$ cat config.mk
export PLATFORM = sky130hd
export DESIGN_NAME = sm510_key_matrix
export DESIGN_NICKNAME = d
export VERILOG_FILES = /design/src/rtl/sm510_key_matrix.sv
export SDC_FILE = /design/constraint.sdc
export NUM_CORES = 1
export LEC_CHECK = 0
export ABC_AREA = 1
export ABC_CLOCK_PERIOD_IN_PS = 3320
export CORE_MARGIN = 5
export CORE_UTILIZATION = 50
export CTS_CLUSTER_SIZE = 14
export DETAILED_ROUTE_END_ITERATION = 10
export HOLD_SLACK_MARGIN = 0.1
export PLACE_DENSITY = 0.71
export SYNTH_ARGS = -nofsm -noshare
export SYNTH_HDL_FRONTEND = slang
export SYNTH_SLANG_ARGS = --single-unit
$ cat constraint.sdc
create_clock -name clk -period 3.32 [get_ports clk]
set_input_delay 0.332 -clock clk [delete_from_list [all_inputs] [get_ports clk]]
set_output_delay 0.332 -clock clk [all_outputs]
set_load 0.02 [all_outputs]
$ cat src/rtl/sm510_key_matrix.sv
// sm510_key_matrix
// Input stage in front of the SM510 core. It synchronizes and debounces the
// 32 matrix buttons plus the Beta and BA buttons. It then folds the debounced
// matrix through the core's strobe lines to form the K input port. It also
// raises a one-cycle change event for host-side glue.
//
// Ports
//   clk        system clock
//   rst        asynchronous active-low reset
//   keys_raw   raw matrix buttons, 1 = pressed, index = strobe*4 + K bit
//   beta_raw   raw Beta button, 1 = pressed
//   ba_raw     raw BA button, 1 = pressed
//   S          core strobe lines; bit i enables matrix row i
//   K          key input port to the core (registered)
//   Beta, BA   debounced dedicated buttons (registered)
//   any_key    OR of all debounced matrix keys (registered)
//   key_event  one-cycle pulse after a debounced change
//   key_code   index of the lowest changed key (0-31 matrix, 32 Beta, 33 BA)
//   key_state  new level of that key
module sm510_key_matrix #(
    parameter int TICK_DIV    = 1024,
    parameter int DEB_SAMPLES = 8
) (
    input  logic        clk,
    input  logic        rst,
    input  logic [31:0] keys_raw,
    input  logic        beta_raw,
    input  logic        ba_raw,
    input  logic [7:0]  S,
    output logic [3:0]  K,
    output logic        Beta,
    output logic        BA,
    output logic        any_key,
    output logic        key_event,
    output logic [5:0]  key_code,
    output logic        key_state
);

    localparam int NK = 34;
    localparam int PW = (TICK_DIV > 1) ? $clog2(TICK_DIV) : 1;
    localparam int CW = (DEB_SAMPLES > 1) ? $clog2(DEB_SAMPLES) : 1;

    // Lowest set bit of a change mask; zero when nothing changed.
    function automatic logic [5:0] lowest_idx(input logic [NK-1:0] v);
        lowest_idx = 6'd0;
        for (int i = NK - 1; i >= 0; i--) begin
            if (v[i]) begin
                lowest_idx = 6'(i);
            end else begin
                lowest_idx = lowest_idx;
            end
        end
    endfunction

    // Matrix fold: every active strobe ORs its row of four keys onto K.
    function automatic logic [3:0] fold_matrix(input logic [7:0] s, input logic [31:0] db);
        fold_matrix = 4'd0;
        for (int i = 0; i < 8; i++) begin
            for (int j = 0; j < 4; j++) begin
                fold_matrix[j] = fold_matrix[j] | (s[i] & db[i*4+j]);
            end
        end
    endfunction

    logic [NK-1:0] raw_s;
    logic [NK-1:0] sync1_q, sync2_q;
    logic [PW-1:0] presc_q, presc_d;
    logic          tick_s;
    logic [NK-1:0] db_q, db_d;
    logic [CW-1:0] cnt_q [NK];
    logic [CW-1:0] cnt_d [NK];
    logic [NK-1:0] chg_s;
    logic [3:0]    k_q, k_d;
    logic          beta_q, beta_d, ba_q, ba_d, any_q, any_d;
    logic          event_q, event_d, state_q, state_d;
    logic [5:0]    code_q, code_d;

    assign raw_s = {ba_raw, beta_raw, keys_raw};

    // Next-state logic: prescaler, per-key debounce, change event and output images.
    always_comb begin
        tick_s  = (presc_q == PW'(TICK_DIV - 1));
        presc_d = tick_s ? {PW{1'b0}} : presc_q + PW'(1);
        db_d    = db_q;
        cnt_d   = cnt_q;
        if (tick_s) begin
            for (int n = 0; n < NK; n++) begin
                if (sync2_q[n] == db_q[n]) begin
                    // Agreement restarts the count so short glitches are dropped.
                    cnt_d[n] = {CW{1'b0}};
                end else if (cnt_q[n] == CW'(DEB_SAMPLES - 1)) begin
                    db_d[n]  = sync2_q[n];
                    cnt_d[n] = {CW{1'b0}};
                end else begin
                    cnt_d[n] = cnt_q[n] + CW'(1);
                end
            end
        end else begin
            db_d = db_q;
        end
        chg_s   = db_d ^ db_q;
        event_d = |chg_s;
        if (|chg_s) begin
            code_d  = lowest_idx(chg_s);
            state_d = db_d[lowest_idx(chg_s)];
        end else begin
            code_d  = code_q;
            state_d = state_q;
        end
        k_d    = fold_matrix(S, db_q[31:0]);
        beta_d = db_q[32];
        ba_d   = db_q[33];
        any_d  = |db_q[31:0];
    end

    // State registers; reset discards any partial debounce count.
    always_ff @(posedge clk or negedge rst) begin
        if (!rst) begin
            sync1_q <= {NK{1'b0}};
            sync2_q <= {NK{1'b0}};
            presc_q <= {PW{1'b0}};
            db_q    <= {NK{1'b0}};
            for (int n = 0; n < NK; n++) begin
                cnt_q[n] <= {CW{1'b0}};
            end
            k_q     <= 4'd0;
            beta_q  <= 1'b0;
            ba_q    <= 1'b0;
            any_q   <= 1'b0;
            event_q <= 1'b0;
            code_q  <= 6'd0;
            state_q <= 1'b0;
        end else begin
            sync1_q <= raw_s;
            sync2_q <= sync1_q;
            presc_q <= presc_d;
            db_q    <= db_d;
            cnt_q   <= cnt_d;
            k_q     <= k_d;
            beta_q  <= beta_d;
            ba_q    <= ba_d;
            any_q   <= any_d;
            event_q <= event_d;
            code_q  <= code_d;
            state_q <= state_d;
        end
    end

    assign K         = k_q;
    assign Beta      = beta_q;
    assign BA        = ba_q;
    assign any_key   = any_q;
    assign key_event = event_q;
    assign key_code  = code_q;
    assign key_state = state_q;

endmodule
# Word-level counts from Yosys, hierarchy flattened

Cells that the tools add are included.

Add/subtract/negate cells: 35
Magnitude comparators: 1
Equality and inequality tests: 69
Mux-type cells: 175
Bitwise gates (word level): 61
Reductions and logical operators: 2

Operator list:

| operator              | count |
|---|---|
| $mux 6                | 35 |
| $mux 3                | 68 |
| $add 3x1->3 const B   | 34 |
| $eq 3x3->1 const B    | 34 |
| $mux 1                | 69 |
| $eq 1x1->1            | 34 |
| $mux 34               | 1 |
| $reduce_or 34->1      | 1 |
| $xor 34x34->34        | 1 |
| $and 1x1->1           | 32 |
| $reduce_or 32->1      | 1 |
| $or 1x1->1            | 28 |
| $add 10x1->10 const B | 1 |
| $eq 10x10->1 const B  | 1 |
| $mux 10               | 1 |
| $lt 6x7->1 const B    | 1 |
| $bmux 1 s6            | 1 |

Register bits: 229
Bits of input ports: 44
Output and inout bits: 15

# Longest topological paths before layout

Word-level depth: 42
Depth in mapped cells: 48
Depth with buffers taken out: 48

# Worst setup path after synthesis

No wires, ideal clock.

Path type: register to register
From: reg presc_q[0]
To: reg state_q (netlist: key_state)
Setup time: 0.121 ns
Arrival: 3.176 ns
Data required time: 3.199 ns
Slack: 0.023 ns
Stages on the path, launching flop included: 48
Buffers on the path: 1
Path through: dfrtp_1 ha_1 nand2_1 nor2_2 nand2_2 nor2_8 inv_4 nor2_4 nand2_1 nand2_1 nand2_1 nand2_1 nand2_1 nand2_1 nand2_1 nand2_1 nand2_1 nand2_1 (+12 left out) nand2_1 nand2_1 nand2_1 nand2_1 nand2_1 nand2_1 nand2_1 nand2_1 nand2_2 buf_4 nand3_1 nand3_1 nand3_1 nand2_1 nor2_1 nand2_1 nand3_1 a21oi_1

Cells in the longest elaborated chain, start to end: 40
Elaborated cells on any way between the ends: 41
Classes of those cells: eq/ne: 1; mux: 38; bitwise: 1; reduce/logical: 1

RTL lines:

| item                         | RTL line | source |
|---|---|---|
| from (decl)                  | 67       | `logic [PW-1:0] presc_q, presc_d;` |
| from (signal assigned)       | 121      | `presc_q <= {PW{1'b0}};` |
| from (signal assigned)       | 136      | `presc_q <= presc_d;` |
| $eq 10x10->1 *               | 82       | `tick_s = (presc_q == PW'(TICK_DIV - 1));` |
| $mux 34 *                    | 86       | `if (tick_s) begin` |
| $xor 34x34->34               | 101      | `chg_s = db_d ^ db_q;` |
| $mux 6 (34 in series)        | 47       | `if (v[i]) begin` |
| $mux 6                       | 103      | `if (\|chg_s) begin` |
| $bmux 1 s6                   | 105      | `state_d = db_d[lowest_idx(chg_s)];` |
| $mux 1 (implied by the code) | 105      |  |
| to (signal assigned)         | 145      | `state_q <= state_d;` |
| to (decl)                    | 75       | `logic event_q, event_d, state_q, state_d;` |

Every way passes the cells marked *; elsewhere a longest branch is shown, timed or not. The select of a mux whose other input is x is not followed.
A chain may end at the register's enable or synchronous reset.

# Final worst setup path

From: reg presc_q[1]
To: reg state_q (netlist: key_state)

Same word-level chain as after synthesis.

==> results.py <==
metrics = {
    "setup_path": {
        "arrival_ns": 4.13,
        "cp-start-kind": "flip-flop",
        "cp_slowest_cell": "dfrtp_1",
        "cp.required_ns": 3.76,
        "ff2ff_path_depth": 45,
        "path_class": "reg -> reg",
        "worstPathMaxFanout": 8,
        "end_kind": "flip-flop",
        "cp_slowest_stage_delay_ns": 0.37,
        "critPathMostFrequentCell": "nand2_1",
    },
    "global_route": {
        "grt_pass1_vias": 8261,
        "antenna_found_initial": 0,
        "grt-ovfl-total": 0,
        "grt_pass1_wl_um": 40000,
        "grt_max_degree": 113,
        "grt_use_total": 0.201,
    },
    "pwr": {
        "ir_drop_uv": 386,
        "finalPower_mw": 5.95,
        "powerDensity_nw_per_um2": 446,
        "leakage_nw": 7.35,
    },
    "timing": {
        "finalSetupTns_ns": -0.656,
        "hold-worst-slack_ns": 0.252,
        "worst-slew-pin-transition_ns": 0.968,
        "fin_crit_ns": 3.69,
        "fin_skew_ns": 0.00749,
        "slew_viol_final": 0,
        "setup_viol": 3,
        "slew_headroom": 0.355,
        "period_share": 1.11,
        "fmax_mhz": 271,
        "rsz0062_at_grt": "true",
        "layout_setup_ws_ns": -0.367,
        "hold_violations": 0,
    },
    "clock_network": {
        "cts_buffer_depth": 3,
        "cts_buffers": 24,
        "clkSlewWorstSetupHoldPaths_ns": 0.06,
        "cts_root_buf": "clkbuf_16",
        "clk_latency_ns": 0.52,
        "cts_tree": "done",
        "htree_levels": 1,
        "cts_num_sinks": 229,
    },
    "detailed_routing": {
        "ant_nets": 0,
        "num_vias": 8209,
        "wl_per_cell_um": 14.6,
        "drcViolationCount": 0,
        "drt_first_pass_iters": 5,
        "drtIter0Drc": 479,
        "routed_wl_um": 23600,
        "viasPerCell": 5.08,
    },
    "final_layout": {
        "fill_cells": 1672,
        "ff_latch_area_um2": 5730,
        "final_cell_mix": "331 x nand2_1, 229 x dfrtp_1, 112 x nand3_1",
        "drive_gt1_frac": 0.148,
        "syn_to_final_growth_pct": 25.8,
        "nNetsFinal": 1439,
        "multi_input_area_um2": 4400,
        "final_common_cell": "nand2_1",
        "layoutNonFillerInstCount": 1615,
        "antennaDiodeCount": 0,
    },
    "placed_design": {
        "gp_congestion": 0.895,
        "post-dp-hpwl_um": 16500,
        "place_ws_ns": -0.401,
        "dp.cells": 1554,
        "port_buffers": 58,
    },
    "outcome": {
        "violations": "negative setup slack",
        "status": "finished with violations",
    },
    "min_path": {
        "hp-class": "in -> reg",
        "hold_depth": 1,
    },
    "synthesis": {
        "synth.largest_area_cell": "dfrtp_1",
        "synth_top_area_frac": 0.540,
        "synth_area_leaders": "dfrtp_1 54%, nand2_1 12%, ha_1 8.1%",
        "ys_ff_latch": 229,
        "ys_seq_area_frac": 0.540,
        "syn_area_per_cell_um2": 9.19,
        "synthCells": 1155,
        "synth_nets": 1268,
        "synth_warnings": 0,
        "ys_types": 41,
        "syn_area_um2": 10600,
    },
    "floorplanning": {
        "dieArea_um2": 24200,
        "ios": 59,
        "core_area_um2": 21000,
        "die_h_um": 156,
        "die_w_um": 156,
        "start_util": 0.506,
        "num_rows": 53,
    },
    "job": {
        "maxCapViolations": 0,
    },
}
-- registers in the layout, summed over array words and instances (netlist names) --
name and flops:
sync2_q 34, K 4, key_state 1, Beta 1, key_event 1, presc_q 10
cnt_q 102, BA 1, sync1_q 34, key_code 6, db_q 34, any_key 1
-- what timing repair did --
| action | in CTS | in global routing |
|---|---|---|
| cloned | 3 | 0 |
| pin swaps | 3 | 1 |
| endpoints found under the hold margin | 109 | 0 |
| setup endpoints to repair | 3 | 7 |
| resized for setup | 12 | 19 |
| hold buffers | 1 | 0 |
| setup buffers | 10 | 8 |
-- cells in the mapped netlist --
library cell and instances:
o21a_1 16, o211ai_1 1, a221oi_1 5, buf_2 3, mux2_2 10, dfrtp_1 229
nand2_2 3, inv_2 5, a22o_1 1, nand4_1 5, nor4_1 9, inv_1 106
buf_6 2, ha_1 69, nor3_1 5, a21oi_1 10, a21oi_2 1, buf_1 2
nand2_4 1, o311ai_0 1, inv_4 1, buf_4 1, nand3_1 113, o21ai_0 34
nor2_4 2, clkbuf_1 21, nor2_8 1, and2_0 1, xor2_1 36, a21boi_0 1
xnor2_1 2, mux2i_1 5, or2_2 1, and2_1 1, nand2_1 337, clkinv_1 1
nor2_2 1, nand3_2 1, o31ai_1 16, nor2_1 92, nand3b_1 3
-- report_power, final --
group | total (mW) | internal [mW] | switching [mW]
Combinational | 0.168 | 0.0685 | 0.0995
Sequential | 2.86 | 2.83 | 0.0242
Clock | 2.92 | 1.86 | 1.07
-- cells by family (layout without fill, tap and decap cells) --
group	count (synthesis)	count (layout)	synth area share
simple gates	576	577	0.228
flops	229	229	0.540
buf+inv	142	326	0.0526
compound gates	86	86	0.0514
fa+ha+maj	69	69	0.0814
xor+xnor	38	38	0.0314
mux	15	15	0.0153
-- path summary, 6_finish.rpt --
kind,from,end,slack (ns)
setup / recovery,presc_q[1],key_state,-0.37
hold / removal,keys_raw[18],sync1_q[18],0.25
setup reg to reg,presc_q[1],key_state,-0.37
hold reg to reg,sync1_q[6],sync2_q[6],0.35
max in group asynchronous,rst,sync1_q[9],2.04
min in group asynchronous,rst,sync1_q[25],0.47
-- worst max-delay path, delay by kind of cell (launching register included) --
kind,cells,cell delay (ns)
flops,1,0.37
fa+ha+maj,1,0.20
compound gates,1,0.13
simple gates,40,2.54
buf+inv,3,0.34
-- final cells by class --
| type | count | share of cell area |
|---|---|---|
| Sequential cell | 229 | 0.429 |
| Multi-Input combinational cell | 785 | 0.329 |
| Timing Repair Buffer | 172 | 0.117 |
| Clock buffer | 31 | 0.0523 |
| Inverter | 113 | 0.0326 |
| Tap cell | 275 | 0.0258 |
| Clock inverter | 9 | 0.0128 |
| Timing Repair inverter | 1 | 0.000844 |
-- metrics by stage --
step,instance area (um^2),utilization
floorplan,10600,-
detailed placement,12200,0.582
finish,13300,0.637
CTS,13200,0.631
global placement,12200,0.582
global route,13300,0.637
-- routing by layer --
metal	GRT usage	wire [um]
met2	0.335	11400
met4	0.0563	709
met3	0.0308	1110
met1	0.275	10500
met5	0	0
No activity file was read; power rests on OpenSTA's default activity.
